--- config.mk ---
export PLATFORM = sky130hd
export DESIGN_NAME = inta_sequencer
export DESIGN_NICKNAME = d
export VERILOG_FILES = /design/src/rtl/inta_sequencer.sv
export SDC_FILE = /design/constraint.sdc
export NUM_CORES = 1
export LEC_CHECK = 0
export BUFFER_PORTS_ARGS = -buffer_cell sky130_fd_sc_hd__buf_4
export CAP_MARGIN = 20
export CELL_PAD_IN_SITES_DETAIL_PLACEMENT = 0
export CELL_PAD_IN_SITES_GLOBAL_PLACEMENT = 2
export CORE_ASPECT_RATIO = 0.75
export CORE_UTILIZATION = 26
export DETAILED_ROUTE_END_ITERATION = 8
export PLACE_DENSITY = 0.8
export SETUP_SLACK_MARGIN = 0.15
export SYNTH_ARGS = -nofsm -noshare
export SYNTH_HDL_FRONTEND = slang
export SYNTH_SLANG_ARGS = --single-unit
export TNS_END_PERCENT = 30
--- constraint.sdc ---
create_clock -name clk -period 1.87 [get_ports clk]
set_clock_uncertainty 0.05 [all_clocks]
set_input_delay 0.2805 -clock clk [delete_from_list [all_inputs] [get_ports clk]]
set_output_delay 0.2805 -clock clk [all_outputs]
set_load 0.01 [all_outputs]
--- src/rtl/inta_sequencer.sv ---
// inta_sequencer: 8259-style interrupt acknowledge sequencer.
// Raises int_out when an unmasked request outranks every in-service level,
// then tracks the two-pulse INTA handshake from the CPU: the first pulse
// latches the winning IR index (ack1 strobe), the second presents the vector
// byte {vector_base, index} on data_out (ack2 strobe, data_oe).
// A request that disappears before the first pulse gives a spurious cycle
// that reports IR7 without ack1.
// Ports:
//   clk, reset            - clock, synchronous active-high reset
//   irr[7:0], isr[7:0]    - pending requests, in-service bits
//   inta_n                - CPU acknowledge, active-low, synchronous
//   vector_base[4:0]      - vector bits T7..T3
//   int_out               - interrupt request to the CPU
//   highest_priority_idx  - latched IR index
//   ack1, ack2            - active-low one-cycle acknowledge strobes
//   data_out, data_oe     - vector byte and its drive enable
// Build option: define INTA_ROTATE_EN for rotating priority (the serviced
// level becomes the lowest priority after each non-spurious ack2).
module inta_sequencer (
   input  logic       clk,
   input  logic       reset,
   input  logic [7:0] irr,
   input  logic [7:0] isr,
   input  logic       inta_n,
   input  logic [4:0] vector_base,
   output logic       int_out,
   output logic [2:0] highest_priority_idx,
   output logic       ack1,
   output logic       ack2,
   output logic [7:0] data_out,
   output logic       data_oe
);

   typedef enum logic [2:0] {StIdle, StWait1, StPulse1, StWait2, StPulse2} state_e;

   state_e     state_q;
   logic       inta_q;
   logic       int_out_q;
   logic [2:0] idx_q;
   logic       ack1_q;
   logic       ack2_q;
   logic [7:0] data_q;
   logic       data_oe_q;
   logic       spurious_q;
   logic [2:0] lowest;

`ifdef INTA_ROTATE_EN
   logic [2:0] lowest_q;
   assign lowest = lowest_q;
`else
   assign lowest = 3'd7;
`endif

   logic inta_fall;
   logic inta_rise;
   assign inta_fall = inta_q & ~inta_n;
   assign inta_rise = ~inta_q & inta_n;

   // Walk levels from highest priority (lowest+1) downward; the first set isr
   // bit blocks everything at or below it.
   logic       win_valid;
   logic [2:0] win_idx;
   logic       blocked;
   logic [2:0] pos;

   always_comb begin
      win_valid = 1'b0;
      win_idx   = 3'd0;
      blocked   = 1'b0;
      pos       = 3'd0;
      for (int k = 0; k < 8; k++) begin
         pos = lowest + 3'(k + 1);
         if (!win_valid && !blocked) begin
            if (isr[pos]) begin
               blocked = 1'b1;
            end else if (irr[pos]) begin
               win_valid = 1'b1;
               win_idx   = pos;
            end
         end
      end
   end

   always_ff @(posedge clk) begin
      if (reset) begin
         state_q    <= StIdle;
         inta_q     <= 1'b1;
         int_out_q  <= 1'b0;
         idx_q      <= 3'd0;
         ack1_q     <= 1'b1;
         ack2_q     <= 1'b1;
         data_q     <= 8'h00;
         data_oe_q  <= 1'b0;
         spurious_q <= 1'b0;
`ifdef INTA_ROTATE_EN
         lowest_q   <= 3'd7;
`endif
      end else begin
         inta_q <= inta_n;
         // Strobes default high so each low lasts exactly one cycle.
         ack1_q <= 1'b1;
         ack2_q <= 1'b1;
         unique case (state_q)
            StIdle: begin
               if (win_valid) begin
                  state_q   <= StWait1;
                  int_out_q <= 1'b1;
               end
            end
            StWait1: begin
               if (inta_fall) begin
                  state_q    <= StPulse1;
                  int_out_q  <= 1'b0;
                  idx_q      <= win_valid ? win_idx : 3'd7;
                  ack1_q     <= ~win_valid;
                  spurious_q <= ~win_valid;
               end
            end
            StPulse1: begin
               if (inta_rise) begin
                  state_q <= StWait2;
               end
            end
            StWait2: begin
               if (inta_fall) begin
                  state_q   <= StPulse2;
                  ack2_q    <= 1'b0;
                  data_oe_q <= 1'b1;
                  // Spurious cycles always report IR7.
                  data_q    <= {vector_base, spurious_q ? 3'd7 : idx_q};
`ifdef INTA_ROTATE_EN
                  if (!spurious_q) begin
                     lowest_q <= idx_q;
                  end
`endif
               end
            end
            StPulse2: begin
               if (inta_rise) begin
                  state_q   <= StIdle;
                  data_oe_q <= 1'b0;
                  data_q    <= 8'h00;
               end
            end
            default: state_q <= StIdle;
         endcase
      end
   end

   assign int_out              = int_out_q;
   assign highest_priority_idx = idx_q;
   assign ack1                 = ack1_q;
   assign ack2                 = ack2_q;
   assign data_out             = data_q;
   assign data_oe              = data_oe_q;

endmodule

==> impl_metrics.yaml <==
routing:
  firstDrtPassIters: 3
  drcViolationCount: 0
  post_drt_via_cell_ratio: 4.90
  drtIter0Drc: 15
  ant_nets: 0
  wl_per_cell_um: 12.0
  routed_wl_mm: 2.27
  vias: 926
worst_setup_path:
  r2r_slack_ns: 0.37
  arrival_ns: 1.65
  reg2reg_from: "state_q[2]$_SDFFE_PP0P_"
  critPathLaunchType: "register"
  cp_data_required_time_ns: 2.02
  crit_type: "register to register"
  end_kind: "register"
  cp_max_fo: 6
  r2r_end: "data_out[7]$_SDFFE_PP0P_"
  r2r_cells: 4
cts:
  clk-insertion-delay-late_ns: 0.25
  ctsHoldBuffers: 0
  cts_made_buffers: 3
  htree_num_levels: 1
  ctsResizeCount: 0
  clk_path_buf_depth: 2
  cts_tree: "done"
  cts-root-buf: "clkbuf_8"
  postCtsSetupBuffers: 0
  clkSinkCount: 20
  clk_pin_slew_ns: 0.07
placement:
  portBuffers: 38
  placed_cells: 185
  place_congestion: 0.777
  place_area_mm2: 0.00128
  post-dp-hpwl_mm: 1.80
die:
  die_width_um: 71.8
  die-area_mm2: 0.00390
  rows: 18
  die_h_um: 54.3
  core-area_mm2: 0.00338
  start_util_pct: 28.1
  pin_count: 39
grt:
  grt_pass1_wl_mm: 3.88
  overflow: 0
  grt_pass1_vias: 874
  grt_max_degree: 17
  grt.total_usage_pct: 12.9
  antenna_found_initial: 0
timing:
  fin_setup_tns_ns: 0
  maxSlewViolCount: 0
  hold_violations: 0
  finalCriticalPeriod_ns: 1.50
  max_slew_margin_pct: 68.8
  finalCritPeriodShare_pct: 80.3
  setup_viol: 0
  worstMarginPinSlew_ns: 0.463
  max_freq_mhz: 666
  rsz0062_at_grt: "no"
  hold_ws_ns: 0.189
yosys:
  synthesis.area_um2: 950
  yosysTopAreaCellShare_pct: 42.2
  synth_top_area_cell: "dfxtp_1"
  yosys_warnings: 0
  yosysMostFrequentCell: "dfxtp_1"
  ys_top_cells_by_count: "20 x dfxtp_1, 11 x nor2_1, 10 x a21oi_1, 10 x nor3_1"
  synth_nets: 133
  seq_area_frac_synth_pct: 42.2
  synth_cell_types: 35
  synth_flop_cell: "dfxtp_1"
  synth-edff-count: 0
  postSynthCellCount: 109
  ys_top_cells_by_area: "dfxtp_1 42%, a21oi_1 5.3%, nor3_1 5.3%, a22o_1 4.6%, nor2_1 4.3%"
  async_flop_share_pct: 0
  synth_seq_cells: 20
  synth_area_per_cell_um2: 8.71
pwr:
  power.leakage_nw: 0.558
  peakVddDrop_mv: 0.346
  finalPower_uw: 920
  powerDensity_mw_per_mm2: 691
finish:
  final_area_mm2: 0.00133
  finalNetCount: 174
  num_antenna_cells: 0
  final_cell_count_no_fill: 189
  layout-drive-gt1-share_pct: 33.6
  area_growth_pct: 40.3
run:
  maxCapViolations: 0
min_path:
  whs_endpoint: "inta_q$_SDFF_PP1_"
  whs_path_depth: 2
  hold_path.class: "input pin to register"
  worstHoldStart: "inta_n"
outcome:
  status: "finished clean"
## state kept, by name (all words and copies together) (netlist names)
| register | count |
|---|---|
| ack1 | 1 |
| ack2 | 1 |
| data_oe | 1 |
| data_out | 8 |
| highest_priority_idx | 3 |
| int_out | 1 |
| inta_q | 1 |
| spurious_q | 1 |
| state_q | 3 |
## kinds of logic after synthesis
kind of cell / Yosys count / share of synthesized area (%)
AND/OR/NAND/NOR: 49 / 29.4
AO/OA/AOI/OAI: 30 / 24.0
flip-flops: 20 / 42.2
buffers and inverters: 9 / 3.56
XOR/XNOR: 1 / 0.922
## where the power goes
part / switching [mW] / total [mW] / internal [mW]
registers: 0.0141 / 0.455 / 0.441
clock network: 0.133 / 0.320 / 0.187
logic: 0.0701 / 0.145 / 0.0753
## metrics by stage
step | setup WS [ns] | util (%)
finish | 0.368 | 39.4
detailed placement | 0.164 | 37.8
global placement | 0.0816 | 37.8
global route | 0.240 | 39.4
CTS | 0.357 | 39.4
floorplan | 0.440 | -
## worst max-delay path: stages, from the launching register on
cell and delay, ns:
dfxtp_1 0.35, and4bb_2 0.34, nand2_1 0.16, nor2_1 0.34, a22o_1 0.20
## layout by cell type, fill, tap and decap left out, types with 2 or more instances in the layout
cell type / n
a21oi_1: 10
a22o_1: 5
a41oi_1: 2
buf_4: 38
clkbuf_8: 4
dfxtp_1: 20
inv_1: 7
nand2_1: 7
nand2b_1: 4
nand3b_1: 2
nor2_1: 11
nor2b_1: 4
nor3_1: 10
nor4_2: 2
o21ai_1: 2
## routing by layer
metal / GRT usage, % / routed length [µm] / vias to the layer above / part of all wire (%)
met2: 20.3 / 971 / 12 / 43
met4: 2.94 / 19 / 0 / 0.84
met3: 3.50 / 66 / 2 / 2.9
met1: 17.7 / 1210 / 431 / 53
li1: - / - / 481 / -
met5: 0 / 0 / - / 0
## how the worst max path moves through the flow
stage | start | endpoint | cells past startpoint
after global placement | isr[0] | highest_priority_idx[1]$_SDFFE_PP0P_ | 6
after floorplan | irr[7] | highest_priority_idx[1]$_SDFFE_PP0P_ | 5
after global routing | irr[3] | highest_priority_idx[1]$_SDFFE_PP0P_ | 6
after CTS | state_q[2]$_SDFFE_PP0P_ | data_out[6]$_SDFFE_PP0P_ | 4
after detailed placement | irr[3] | highest_priority_idx[1]$_SDFFE_PP0P_ | 6
final | state_q[2]$_SDFFE_PP0P_ | data_out[7]$_SDFFE_PP0P_ | 4
## final cells by class
cell class                      instances  area, µm²
Timing Repair Buffer                   38        285
Sequential cell                        20        400
Multi-Input combinational cell         80        515
Clock buffer                            4       55.1
Tap cell                               40       50.0
Fill cell                             358       2050
Inverter                                7       26.3
Power figures use the tool's default switching activity.
